`config.mk`:
```
export PLATFORM = sky130hd
export DESIGN_NAME = dmem_bridge_flat
export DESIGN_NICKNAME = d
export VERILOG_FILES = /design/src/rtl/dmem_bridge_if.sv /design/src/rtl/dmem_bridge.sv /design/src/flat_wrapper.sv
export SDC_FILE = /design/constraint.sdc
export NUM_CORES = 1
export LEC_CHECK = 0
export BUFFER_PORTS_ARGS = -buffer_cell sky130_fd_sc_hd__buf_2
export CAP_MARGIN = 0
export CORE_ASPECT_RATIO = 1.4
export CORE_MARGIN = 2
export CORE_UTILIZATION = 51
export CTS_BUF_LIST = sky130_fd_sc_hd__clkbuf_4
export DETAILED_ROUTE_END_ITERATION = 10
export HOLD_SLACK_MARGIN = 0.15
export PLACE_DENSITY = 0.87
export SLEW_MARGIN = 20
export SYNTH_ARGS = -nofsm -noshare
export SYNTH_HDL_FRONTEND = slang
export SYNTH_SLANG_ARGS = --single-unit
export TNS_END_PERCENT = 20
```
`constraint.sdc`:
```
create_clock -name clk -period 6.1 [get_ports clk]
set_clock_uncertainty 0.15 [all_clocks]
set_input_delay 0.61 -clock clk [delete_from_list [all_inputs] [get_ports clk]]
set_output_delay 0.61 -clock clk [all_outputs]
set_load 0.005 [all_outputs]
```
`src/rtl/dmem_bridge_if.sv`:
```
// dmem_bridge_if: request/acknowledge data bus between the MEM-stage bridge
// and a variable-latency data memory.
//   bus_req   bridge -> memory  request, held until acknowledged or aborted
//   bus_we    bridge -> memory  write strobe, valid while bus_req is high
//   bus_addr  bridge -> memory  word-aligned byte address
//   bus_wdata bridge -> memory  store data
//   bus_ack   memory -> bridge  single-cycle completion strobe
//   bus_rdata memory -> bridge  load data, meaningful only with bus_ack
interface dmem_bridge_if;
    logic        bus_req;
    logic        bus_we;
    logic [31:0] bus_addr;
    logic [31:0] bus_wdata;
    logic        bus_ack;
    logic [31:0] bus_rdata;

    modport master (
        output bus_req, bus_we, bus_addr, bus_wdata,
        input  bus_ack, bus_rdata
    );

    modport slave (
        input  bus_req, bus_we, bus_addr, bus_wdata,
        output bus_ack, bus_rdata
    );
endinterface

```
`src/rtl/dmem_bridge.sv`:
```
// dmem_bridge: converts the MEM stage's single-cycle load/store port into one
// request/acknowledge transaction on a variable-latency data bus, freezing the
// pipeline with mem_stall while the transaction is outstanding.
// Ports:
//   clk, rst        clock, synchronous active-high reset
//   mem_ren/mem_wen load / store request from the MEM stage
//   mem_addr        byte address, mem_dout store data
//   mem_din         registered load data back to the datapath
//   mem_stall       combinational freeze for all pipeline stages
//   pipe_adv        MEM-stage instruction moves to WB at this edge
//   mem_err         one-cycle pulse: misaligned, read+write conflict, timeout
//   bus             data bus (master side)
// Parameter TIMEOUT_CYCLES (2..255): WAIT cycles without ack before abort.
module dmem_bridge #(
    parameter int TIMEOUT_CYCLES = 64
) (
    input  logic        clk,
    input  logic        rst,
    input  logic        mem_ren,
    input  logic        mem_wen,
    input  logic [31:0] mem_addr,
    input  logic [31:0] mem_dout,
    output logic [31:0] mem_din,
    output logic        mem_stall,
    input  logic        pipe_adv,
    output logic        mem_err,
    dmem_bridge_if.master bus
);

    typedef enum logic [1:0] {IDLE, WAIT, DONE} state_t;

    localparam logic [7:0] CNT_LAST = 8'(TIMEOUT_CYCLES - 1);

    state_t     state;
    logic [7:0] cnt;
    logic       acc;

    assign acc       = mem_ren | mem_wen;
    assign mem_stall = ((state == IDLE) && acc) || (state == WAIT);

    always_ff @(posedge clk) begin
        if (rst) begin
            state         <= IDLE;
            cnt           <= 8'd0;
            mem_din       <= 32'd0;
            mem_err       <= 1'b0;
            bus.bus_req   <= 1'b0;
            bus.bus_we    <= 1'b0;
            bus.bus_addr  <= 32'd0;
            bus.bus_wdata <= 32'd0;
        end else begin
            mem_err <= 1'b0;
            case (state)
                IDLE: begin
                    if (acc) begin
                        if (mem_addr[1:0] != 2'b00) begin
                            mem_din <= 32'd0;
                            mem_err <= 1'b1;
                            state   <= DONE;
                        end else begin
                            // A simultaneous read+write is issued as a write
                            // but still reported.
                            bus.bus_req   <= 1'b1;
                            bus.bus_we    <= mem_wen;
                            bus.bus_addr  <= {mem_addr[31:2], 2'b00};
                            bus.bus_wdata <= mem_dout;
                            cnt           <= 8'd0;
                            mem_err       <= mem_ren & mem_wen;
                            state         <= WAIT;
                        end
                    end
                end
                WAIT: begin
                    // An ack in the last allowed cycle still completes normally.
                    if (bus.bus_ack) begin
                        bus.bus_req <= 1'b0;
                        if (!bus.bus_we) begin
                            mem_din <= bus.bus_rdata;
                        end
                        state <= DONE;
                    end else if (cnt == CNT_LAST) begin
                        bus.bus_req <= 1'b0;
                        mem_din     <= 32'd0;
                        mem_err     <= 1'b1;
                        state       <= DONE;
                    end else begin
                        cnt <= cnt + 8'd1;
                    end
                end
                DONE: begin
                    // Held until the instruction leaves MEM so a stall from
                    // another hazard cannot re-issue the same access.
                    if (pipe_adv) begin
                        state <= IDLE;
                    end
                end
                default: state <= IDLE;
            endcase
        end
    end

endmodule

```
`src/flat_wrapper.sv`:
```
// flat-port wrapper written by rule: the top's interface ports become plain ports
module dmem_bridge_flat 
#(
    parameter int TIMEOUT_CYCLES = 64
)
  (clk, rst, mem_ren, mem_wen, mem_addr, mem_dout, mem_din, mem_stall, pipe_adv, mem_err, bus_bus_req, bus_bus_we, bus_bus_addr, bus_bus_wdata, bus_bus_ack, bus_bus_rdata);
  dmem_bridge_if bus_i ();
  input  logic clk;
  input  logic rst;
  input  logic mem_ren;
  input  logic mem_wen;
  input  logic [31:0] mem_addr;
  input  logic [31:0] mem_dout;
  output logic [31:0] mem_din;
  output logic mem_stall;
  input  logic pipe_adv;
  output logic mem_err;
  output wire logic [$bits(bus_i.bus_req)-1:0] bus_bus_req;
  output wire logic [$bits(bus_i.bus_we)-1:0] bus_bus_we;
  output wire logic [$bits(bus_i.bus_addr)-1:0] bus_bus_addr;
  output wire logic [$bits(bus_i.bus_wdata)-1:0] bus_bus_wdata;
  input wire logic [$bits(bus_i.bus_ack)-1:0] bus_bus_ack;
  input wire logic [$bits(bus_i.bus_rdata)-1:0] bus_bus_rdata;
  assign bus_bus_req = bus_i.bus_req;
  assign bus_bus_we = bus_i.bus_we;
  assign bus_bus_addr = bus_i.bus_addr;
  assign bus_bus_wdata = bus_i.bus_wdata;
  assign bus_i.bus_ack = bus_bus_ack;
  assign bus_i.bus_rdata = bus_bus_rdata;
  dmem_bridge #(.TIMEOUT_CYCLES(TIMEOUT_CYCLES)) u_core (.clk(clk), .rst(rst), .mem_ren(mem_ren), .mem_wen(mem_wen), .mem_addr(mem_addr), .mem_dout(mem_dout), .mem_din(mem_din), .mem_stall(mem_stall), .pipe_adv(pipe_adv), .mem_err(mem_err), .bus(bus_i));
endmodule
```
Word level (Yosys, flattened, before mapping)
Index checks and enable logic that the tools add are counted.

Memories kept: 0. Bits in latches: 0. Logic and storage cells: 60. Memory bits (writable): 0. Bits in read-only memories: 0. Flip-flop bits (word level): 107.

Bitwise gates (word level): 3. Divide/modulo/power cells: 0. Multiplexer cells: 27. $mul: 0. Reduce and logical (&&, ||, !) cells: 10. Equality and inequality tests: 11. Shifts and indexed selects: 0. Add/sub/neg operators: 1. Order comparisons: 0.

Operator list (number): $mux W32 (5); $pmux W32 S2 (1); $mux W8 (4); $pmux W8 S2 (1); $mux W2 (5); $ne A2 B2 Y1 const B (5); $reduce_and A5 Y1 (2); $add A8 B1 Y8 const B (1); $eq A8 B6 Y1 const B (1); $mux W1 (8); $ne A3 B3 Y1 const B (2); $pmux W2 S3 (1); $reduce_and A3 Y1 (2); $pmux W1 S2 (2); $reduce_and A4 Y1 (1); $reduce_bool A2 Y1 (2); $eq A2 B1 Y1 const B (1); $eq A2 B2 Y1 const B (1); $logic_not A2 Y1 (1); $ne A2 B1 Y1 const B (1); $and A1 B1 Y1 (1); $logic_and A1 B1 Y1 (1); $logic_or A1 B1 Y1 (1); $not A1 Y1 (1); $or A1 B1 Y1 (1).

Logic depth before layout (Yosys ltp)
Gate-level depths: netlist of run 1.

Depth after elaboration: 4. Gate-level depth with buffers: 6. Mapped depth without buffers: 5.

Worst setup path after synthesis of run 1
No wires, ideal clock.

Path kind: reg-to-reg. Start point: register u_core.cnt[0]. End point: register u_core.mem_din[0]. Clock period less this slack: 1.969 ns. Path slack: 4.131 ns. Data required time: 5.830 ns. Data arrival time: 1.700 ns. Stages on the path, launching flop included: 7. Setup time: 0.120 ns. Path through: dfxtp_1 > ha_1 > nand3_2 > o41ai_4 > nand3_4 > buf_6 > mux2i_1.

Cells in the longest elaborated chain, start to end: 3.

Ends and longest elaborated chain: from (decl) (line dmem_bridge.sv:35) `logic [7:0] cnt;`; from (signal assigned) (line dmem_bridge.sv:87) `cnt <= cnt + 8'd1;`; $eq A8 B6 Y1 (line dmem_bridge.sv:81) `end else if (cnt == CNT_LAST) begin`; $ne A3 B3 Y1 (no line); $reduce_and A5 Y1 (no line); to (signal assigned) (line dmem_bridge.sv:78) `mem_din <= bus.bus_rdata;`; to (decl) (line dmem_bridge.sv:23) `output logic [31:0] mem_din,`.

No other way between the ends. A chain may end at the register's enable or synchronous reset.

Final worst setup path of run 1
Start point: register u_core.cnt[0]. End point: register u_core.mem_din[29].

The elaborated chain is that of the path after synthesis.

==> run summary, run 1 <==
Status -> finished clean
Die area -> 9001 um2
Highest metal used -> met4
Worst path cell trace -> ha_1 -> nand3_2 -> o41ai_4 -> nand3_4 -> mux2i_1
Comb power frac -> 0.121
Worst path required time -> 6.31 ns
Worst r2r path cells -> 5
Fillers -> 687
Startpoint of the worst hold path -> mem_dout[14]
Final nets -> 777
Hold_buf cts -> 0
CP max-delay cell -> o41ai_4
Multi-input combinational cell area -> 1911 um2
Crit path capture type -> flip-flop
CP max FO -> 32
Final Util -> 0.6639
Pleak -> 2.448 nW
Max Root-Sink Buffers -> 2
Top cell type's share of synthesized area -> 0.5092
Cell Rows -> 39
WHS Endpoint -> u_core.bus.bus_wdata[14]
Initial Util -> 0.5193
Share of cells above drive strength 1 -> 0.3284
Max H-tree Level -> 3
Slew headroom -> 0.3382
Vias -> 4022
Core footprint -> 8100 um2
CTS Sinks -> 107
Avg Cell Area, Syn -> 8.498 um2
Stages on worst setup path -> 5
Worst path max stage delay -> 0.64 ns
Setup violators final -> 0
Num ports -> 202
Grt total ovfl -> 0
Most numerous cell in the Yosys netlist -> nand2_1
Drc violations -> 0
Reg power frac -> 0.575
Power Density -> 237.2 nW/um2
GR Util All Layers -> 0.2223
Vias in the first global route -> 3861
Top_reg_cell synth -> dfxtp_1
Root Buffer -> clkbuf_4
Final GP Congestion -> 0.8656
Synth warn -> 0
Fin crit share -> 0.4361
Reg2reg end -> u_core.mem_din[29]
CTS clk-pin slew, worst paths -> 0.16 ns
RSZ-0062 raised after global routing -> false
Post-synth EDFFs -> 0
Pint -> 0.9587 mW
#FFs+latches synth -> 107
TritonCTS clock tree -> yes
Top post-synthesis cells by area -> dfxtp_1 51%, nand2_1 14%, a21oi_1 7.7%
Min Clock Period, post-route -> 2.660 ns
P&R area growth vs syn -> 27.84%
Final Max Tran Viols -> 0
First-pass GRT wire length -> 16150 um
CTS Buf Count -> 9
Delay-heaviest family, CP -> simple AND/OR/NAND/NOR gates
DR WL met3 -> 732 um
First DRT Iteration DRCs -> 181
Sw frac -> 0.2484
Post-CTS Setup Bufs -> 0
Final instance area -> 5378 um2
Post-route ant nets -> 0
Clk_lat worst skew -> 0.43 ns
Synth Instances -> 495
Metal2 WL -> 5461 um
Clock group share of total power -> 0.304
Register-to-register setup slack -> 3.44 ns
Post-placement cell area -> 5214 um2
Unique masters post-synth -> 38
FMAX -> 375.9 MHz
Sequential area share after synthesis -> 0.5092
Initial antenna violation count -> 0
Register area -> 2142 um2
Beginning of the worst register-to-register path -> u_core.cnt[0]
Peak supply drop -> 181.4 uV
IO Port Bufs -> 199
Hold Path Depth -> 3
# Max-Cap Violations -> 0
Post-CTS sizing -> 0
Final hold violation count -> 0
Final HPWL DP -> 7318 um
Synth cell count leaders -> 162 x nand2_1, 107 x dfxtp_1, 65 x a21oi_1
Metal-1 WL -> 4113 um
Worst-margin pin slew -> 0.9927 ns
WS Path Type -> flip-flop to flip-flop
Vias per std cell -> 5.150
CP bufs+invs -> 0
Net switching power -> 0.3169 mW
DR pass1 iterations -> 4
HP Class -> input pin to flip-flop
Average wire per standard cell -> 13.26 um
Die X -> 80.76 um
Ant. Diodes -> 0
Die height -> 111.5 um
Largest net degree at the start of global routing -> 113
Synth area leader -> dfxtp_1
Final wirelength -> 10350 um
Fin Setup TNS -> 0 ns
Post-Syn Area -> 4207 um2
Crit path arrival time -> 2.87 ns
Synth async-reset ratio -> 0
CP Launch Type -> flip-flop
-- sequential cells by signal, indices dropped and copies added (netlist names) --
register	flops
u_core.bus.bus_addr	30
u_core.bus.bus_req	1
u_core.bus.bus_wdata	32
u_core.bus.bus_we	1
u_core.cnt	8
u_core.mem_din	32
u_core.mem_err	1
u_core.state	2
-- cells by family (layout without fill, tap and decap cells) --
family,Yosys count,in the layout,synth area share
buf+inv,37,220,0.04223
mux,32,32,0.07615
simple gates,229,229,0.2445
compound gates,88,88,0.1240
fa+ha+maj,1,1,0.002974
flops,107,107,0.5092
other cells,1,2,0.0008915
-- cell type report --
type | instances | area share
clock buffers | 9 | 0.01256
clock inverters | 7 | 0.01698
inverters | 2 | 0.001396
multi-input cells | 352 | 0.3553
flip-flops and latches | 107 | 0.3983
well taps | 102 | 0.02373
repair buffers | 202 | 0.1917
-- metal layers --
layer	vias to the layer above	GRT usage
li1	2001	-
met1	1877	0.2310
met2	140	0.4233
met3	4	0.06240
met4	0	0.05989
met5	-	0
-- stage by stage --
stage	std cells	setup WS [ns]	power, mW	hold WS, ns
floorplan	496	4.131	0.8377	0.3027
global placement	764	3.021	0.8971	0.2896
detailed placement	765	2.896	0.9031	0.2955
CTS	781	3.387	1.292	0.1916
global route	781	3.279	1.332	0.1906
finish	781	3.440	1.276	0.2339
-- worst max-delay path by stage --
stage                         end     startpoint  slack [ns]
2_1_floorplan   u_core.mem_din[0]  u_core.cnt[0]        4.13
3_3_place_gp   u_core.mem_din[19]            rst        3.02
3_5_place_dp   u_core.mem_din[29]            rst        2.90
4_1_cts        u_core.mem_din[29]            rst        3.39
5_1_grt        u_core.mem_din[15]  u_core.cnt[0]        3.28
6_report       u_core.mem_din[29]  u_core.cnt[0]        3.44
-- worst reg2reg max path: stages, from the launching register on --
cell,delay (ns)
dfxtp_1,0.44
ha_1,0.23
nand3_2,0.18
o41ai_4,0.64
nand3_4,0.60
mux2i_1,0.35
-- power by group through the flow --
stage	combinational [mW]	clock, mW	sequential [mW]
2_1_floorplan	0.0894	0	0.748
3_3_place_gp	0.150	0	0.747
3_5_place_dp	0.155	0	0.748
4_1_cts	0.156	0.403	0.733
5_1_grt	0.171	0.425	0.736
6_report	0.155	0.388	0.733
-- layout by cell type (no fill, tap or decap), types with 3 or more instances in the layout --
cell / instances
mux2i_1: 32
nand2_1: 162
o32ai_1: 4
nand3_1: 5
a22o_1: 4
a31oi_1: 3
nor3_1: 6
clkbuf_4: 9
nor2_1: 7
buf_2: 199
dfxtp_1: 107
nand2b_1: 33
nor4_1: 4
clkinv_1: 3
a21oi_1: 65
Note: power is estimated with default switching activity, not from simulation.
==> inputs of run 2 (changes only) <==
- CORE_UTILIZATION: 51 -> 48
- PLACE_DENSITY: 0.87 -> 0.83
- clock period: 6.1 -> 2.5 ns (I/O delays scaled with it)
==> run summary, run 2 (synthesis gave the netlist of run 1 again) <==
Status -> finished clean
Fin crit share -> 0.9295 (+0.4934)
Initial antenna violation count -> 0 (unchanged)
Peak supply drop -> 414.8 uV (+130%)
RSZ-0062 raised after global routing -> false
Final HPWL DP -> 7552 um (+3.2%)
Root Buffer -> clkbuf_4
P&R area growth vs syn -> 53.45%
Worst path max stage delay -> 0.45 ns (-0.19 ns)
Average wire per standard cell -> 15.71 um (+18%)
Vias per std cell -> 5.293 (+2.8%)
Grt total ovfl -> 0 (unchanged)
IO Port Bufs -> 199 (unchanged)
Final nets -> 883 (+14%)
CTS Buf Count -> 9 (unchanged)
Vias -> 4716 (+17%)
Reg power frac -> 0.540 (-0.035)
Final hold slack -> 0.1802 ns (-0.05373 ns)
Die height -> 114.8 um (+3.0%)
CP max FO -> 19 (-41%)
Cell Rows -> 40 (+2.6%)
Pint -> 2.471 mW (+160%)
Max Root-Sink Buffers -> 2 (unchanged)
Net switching power -> 0.8472 mW (+170%)
CP startpoint -> u_core.cnt[0]
WS Path Type -> flip-flop to flip-flop
Stages on worst setup path -> 6 (+1)
FMAX -> 430.4 MHz (+14%)
Sw frac -> 0.2553 (+0.006917)
Worst path cell trace -> ha_1 -> nand3_2 -> o41ai_4 -> nand3_4 -> buf_12 -> mux2i_1
First-pass GRT wire length -> 22500 um (+39%)
Crit path capture type -> flip-flop
Worst path required time -> 2.73 ns (-3.58 ns)
Worst r2r path cells -> 6 (+1)
Crit path arrival time -> 2.55 ns (-0.32 ns)
Max H-tree Level -> 3 (unchanged)
Largest net degree at the start of global routing -> 68 (-40%)
Slew headroom -> 0.5481 (+0.2099)
Clock group share of total power -> 0.298 (-0.006)
Most frequent cells in the layout -> 199 x buf_2, 162 x nand2_1, 107 x dfxtp_1
CP Launch Type -> flip-flop
Die X -> 83.12 um (+2.9%)
Delay-heaviest family, CP -> simple AND/OR/NAND/NOR gates
Worst-margin pin slew -> 0.6778 ns (-0.3149 ns)
Final hold violation count -> 0 (unchanged)
Most common cell after layout, fill and taps aside -> buf_2
Fin Setup TNS -> 0 ns (unchanged)
Worst setup endpoint -> u_core.mem_din[9]
Post-route ant nets -> 0 (unchanged)
Min Clock Period, post-route -> 2.324 ns (-0.3363 ns)
Power Density -> 514.0 nW/um2 (+120%)
Num ports -> 202 (unchanged)
Vias in the first global route -> 4864 (+26%)
Register-to-register setup slack -> 0.18 ns (-3.26 ns)
Die area -> 9539 um2 (+6.0%)
Comb power frac -> 0.162 (+0.041)
Core footprint -> 8558 um2 (+5.7%)
CTS Sinks -> 107 (unchanged)
Hold Path Depth -> 5 (+2)
First DRT Iteration DRCs -> 316 (+75%)
Overall power -> 3.318 mW (+160%)
TritonCTS clock tree -> yes
Pleak -> 2.908 nW (+19%)
Initial Util -> 0.4915 (-0.02779)
Share of cells above drive strength 1 -> 0.2930 (-0.03543)
Final GP Congestion -> 0.8585 (-0.82%)
CTS clk-pin slew, worst paths -> 0.16 ns (about the same)
DR pass1 iterations -> 5 (+1)
Clk_lat worst skew -> 0.46 ns (+0.03 ns)
Beginning of the worst register-to-register path -> u_core.cnt[0]
# Max-Cap Violations -> 0 (unchanged)
HP Class -> input pin to flip-flop
Setup violators final -> 0 (unchanged)
Drc violations -> 0 (unchanged)
CP bufs+invs -> 1 (+1)
Top Registers -> u_core.bus.bus_wdata x32, u_core.mem_din x32, u_core.bus.bus_addr x30
GR Util All Layers -> 0.2908 (+0.06855)
Final Max Tran Viols -> 0 (unchanged)
CP max-delay cell -> dfxtp_1
Reg2reg end -> u_core.mem_din[9]
Final wirelength -> 14000 um (+35%)
==> run 2: cell count changes in the layout (fill, tap and decap cells not counted) <==
| cell | before | now |
|---|---|---|
| buf_12 | 1 | 3 |
| buf_4 | 2 | 6 |
| clkbuf_4 | 9 | 10 |
| clkinv_1 | 3 | 2 |
| clkinv_4 | 0 | 1 |
| clkinvlp_4 | 2 | 1 |
| diode_2 | 0 | 1 |
| dlygate4sd3_1 | 0 | 100 |
| nor2_2 | 0 | 1 |
| nor2_4 | 1 | 0 |
==> run 2: how the worst min path moves through the flow <==
stage                     slack [ns]                       end                     start
after floorplan                 0.24   u_core.bus.bus_addr[10]              mem_addr[10]
after global placement          0.29  u_core.bus.bus_wdata[26]  u_core.bus.bus_wdata[26]
after detailed placement        0.29   u_core.bus.bus_wdata[3]   u_core.bus.bus_wdata[3]
after CTS                       0.15            u_core.mem_err               mem_addr[0]
after global routing            0.18            u_core.mem_err               mem_addr[0]
final                           0.18            u_core.mem_err               mem_addr[0]
==> run 2: layout make-up <==
| cell class | instances | area [um2] |
|---|---|---|
| sequential | 107 | 2142 |
| clock buffer | 10 | 75.07 |
| timing repair buffer | 308 | 2102 |
| multi-input combinational | 352 | 1906 |
| antenna | 1 | 2.502 |
| clock inverter | 6 | 88.84 |
| fill | 541 | 2103 |
| inverter | 2 | 7.507 |
| tap | 105 | 131.4 |
==> run 2: metal layers <==
metal	GRT usage	wire length (um)	share of wire
met5	0	0	0
met2	0.5285	7216	0.52
met4	0.1585	545	0.039
met3	0.08184	1140	0.081
met1	0.3035	5092	0.36
==> run 2: through the flow <==
step / util / cell area, um2 / worst slack (ns) / std cells
2_1_floorplan: - / 4210 / 0.5306 / 496
3_3_place_gp: 0.6178 / 5288 / 0.3891 / 774
3_5_place_dp: 0.6178 / 5288 / 0.2998 / 774
4_1_cts: 0.7539 / 6452 / 0.2491 / 890
5_1_grt: 0.7539 / 6452 / 0.05134 / 890
6_report: 0.7542 / 6455 / 0.1763 / 891
==> run 2: repair_timing <==
| item | in CTS | in global routing |
|---|---|---|
| endpoints found under the hold margin | 99 | 0 |
| hold buffers | 100 | 0 |
| buffers inserted | 0 | 0 |
| resized for setup | 0 | 0 |
==> run 2: tightest hold or removal path: cells and delay by family <==
| kind | cells | cell delay (ns) |
|---|---|---|
| buf+inv | 1 | 0.12 |
| compound gates | 3 | 0.25 |
| simple gates | 1 | 0.13 |
==> run 2: power by group through the flow <==
stage	logic, mW	clock network, mW	registers [mW]
finish	0.539	0.988	1.79
global route	0.579	1.07	1.80
CTS	0.516	1.00	1.79
detailed placement	0.395	0	1.82
global placement	0.385	0	1.82
floorplan	0.218	0	1.83
==> inputs of run 3 (changes only) <==
- ABC_AREA: default -> 0
- CORE_UTILIZATION: 48 -> 45
- PLACE_DENSITY: 0.83 -> 0.78
==> run summary, run 3 (synthesis gave the netlist of run 1 again) <==
Vias per std cell -> 5.189 (-2.0%)
Worst-margin pin slew -> 0.6695 ns (-0.008326 ns)
CTS clk-pin slew, worst paths -> 0.16 ns (about the same)
Average wire per standard cell -> 15.49 um (-1.4%)
CP Launch Type -> flip-flop
First DRT Iteration DRCs -> 223 (-29%)
Final GP Congestion -> 0.7922 (-7.7%)
Root Buffer -> clkbuf_4
TritonCTS clock tree -> yes
Core footprint -> 9029 um2 (+5.5%)
DR pass1 iterations -> 8 (+3)
HP Class -> input pin to flip-flop
Drc violations -> 0 (unchanged)
Grt total ovfl -> 0 (unchanged)
Top Registers -> u_core.bus.bus_wdata x32, u_core.mem_din x32, u_core.bus.bus_addr x30
Most frequent cells in the layout -> 199 x buf_2, 162 x nand2_1, 107 x dfxtp_1
Vias -> 4623 (-2.0%)
Worst path required time -> 2.75 ns (+0.02 ns)
Overall power -> 3.206 mW (-3.4%)
Share of cells above drive strength 1 -> 0.2937 (+0.0007484)
P&R area growth vs syn -> 52.53%
Delay-heaviest family, CP -> buffers and inverters
Status -> finished clean
Final wirelength -> 13800 um (-1.4%)
Most common cell after layout, fill and taps aside -> buf_2
Cell Rows -> 41 (+2.5%)
Clk_lat worst skew -> 0.44 ns (-0.02 ns)
Crit path capture type -> flip-flop
Setup violators final -> 0 (unchanged)
Power Density -> 499.7 nW/um2 (-2.8%)
Peak supply drop -> 458.3 uV (+10%)
Final hold violation count -> 0 (unchanged)
CP bufs+invs -> 1 (unchanged)
Fin Setup TNS -> 0 ns (unchanged)
Pleak -> 2.888 nW (-0.69%)
Worst path max stage delay -> 0.57 ns (+0.12 ns)
First-pass GRT wire length -> 21750 um (-3.3%)
IO Port Bufs -> 199 (unchanged)
Crit path arrival time -> 2.61 ns (+0.06 ns)
WS Path Type -> flip-flop to flip-flop
CP max FO -> 8 (-11)
Worst path cell trace -> ha_1 -> nand3_2 -> o41a_1 -> nor4_2 -> dlygate4sd3_1
Max H-tree Level -> 3 (unchanged)
Initial Util -> 0.4659 (-0.02561)
RSZ-0062 raised after global routing -> false
Slew headroom -> 0.5537 (+0.005551)
GR Util All Layers -> 0.2660 (-0.02485)
Vias in the first global route -> 4649 (-4.4%)
Fin crit share -> 0.9428 (+0.01333)
Final nets -> 881 (-0.23%)
FMAX -> 424.3 MHz (-1.4%)
Final Max Tran Viols -> 0 (unchanged)
Initial antenna violation count -> 1 (+1)
Max Root-Sink Buffers -> 2 (unchanged)
Die area -> 10150 um2 (+6.4%)
Die X -> 85.72 um (+3.1%)
Final HPWL DP -> 7850 um (+3.9%)
Min Clock Period, post-route -> 2.357 ns (+0.03333 ns)
Num ports -> 202 (unchanged)
CTS Sinks -> 107 (unchanged)
# Max-Cap Violations -> 0 (unchanged)
Post-route ant nets -> 0 (unchanged)
CTS Buf Count -> 9 (unchanged)
Beginning of the worst register-to-register path -> u_core.cnt[0]
CP startpoint -> u_core.cnt[0]
Die height -> 118.4 um (+3.2%)
CP max-delay cell -> dlygate4sd3_1
Startpoint of the worst hold path -> mem_addr[0]
Largest net degree at the start of global routing -> 69 (+1.5%)
## run 3: cell count changes in the layout (fill, tap and decap cells not counted)
cell	previous run	this run
nor4_2	1	2
nor4_1	4	3
nor3b_2	0	1
buf_4	6	5
nor3b_1	2	1
bufinv_16	2	1
clkinv_2	0	1
buf_12	3	2
## run 3: final timing paths
check	slack [ns]	cells after the start	end
worst max-delay path	0.14	5	u_core.state[1]
worst min-delay path	0.22	5	u_core.mem_err
worst max register to register	0.14	5	u_core.state[1]
worst min register to register	0.31	2	u_core.bus.bus_addr[29]
## run 3: worst register-to-register path, cell delays in order (launching register included)
cell,delay (ns)
dfxtp_1,0.44
ha_1,0.23
nand3_2,0.18
o41a_1,0.50
nor4_2,0.25
dlygate4sd3_1,0.57
## run 3: final cells by class
class / instances / area (um2)
fill: 617 / 2613
sequential: 107 / 2142
timing repair buffer: 306 / 2074
multi-input combinational: 352 / 1917
tap: 107 / 133.9
clock buffer: 10 / 75.07
clock inverter: 6 / 63.81
inverter: 2 / 7.507
antenna: 1 / 2.502
## run 3: per-stage QoR
stage               utilization  area [um2]  cells  hold slack, ns  worst slack [ns]
floorplan                     -        4210    496          0.2360            0.5306
global placement         0.5829        5263    774          0.2893            0.4217
detailed placement       0.5829        5263    774          0.2942            0.3453
CTS                      0.7091        6402    890          0.1876            0.1130
global route             0.7106        6416    891          0.2436           0.01179
finish                   0.7106        6416    891          0.2188            0.1430
## run 3: repair_timing
| item | 4_1_cts | 5_1_grt |
|---|---|---|
| setup buffers | 0 | 0 |
| setup endpoints to repair | 0 | 1 |
| hold endpoints to repair | 99 | 0 |
| hold buffers | 100 | 0 |
| gates resized for setup | 0 | 2 |
## run 3: power breakdown
group	switching [mW]	leakage (nW)	internal, mW
logic	0.244	1.95	0.290
clock network	0.562	0.0744	0.318
registers	0.0342	0.867	1.76
## run 3: metal layers
metal  routed length [um]  GRT usage  vias up
met1                 5140     0.2879     2137
met3                 1297    0.07612       34
met4                  455     0.1181        0
li1                     -          -     2206
met2                 6904     0.4717      246
met5                    0          0        -
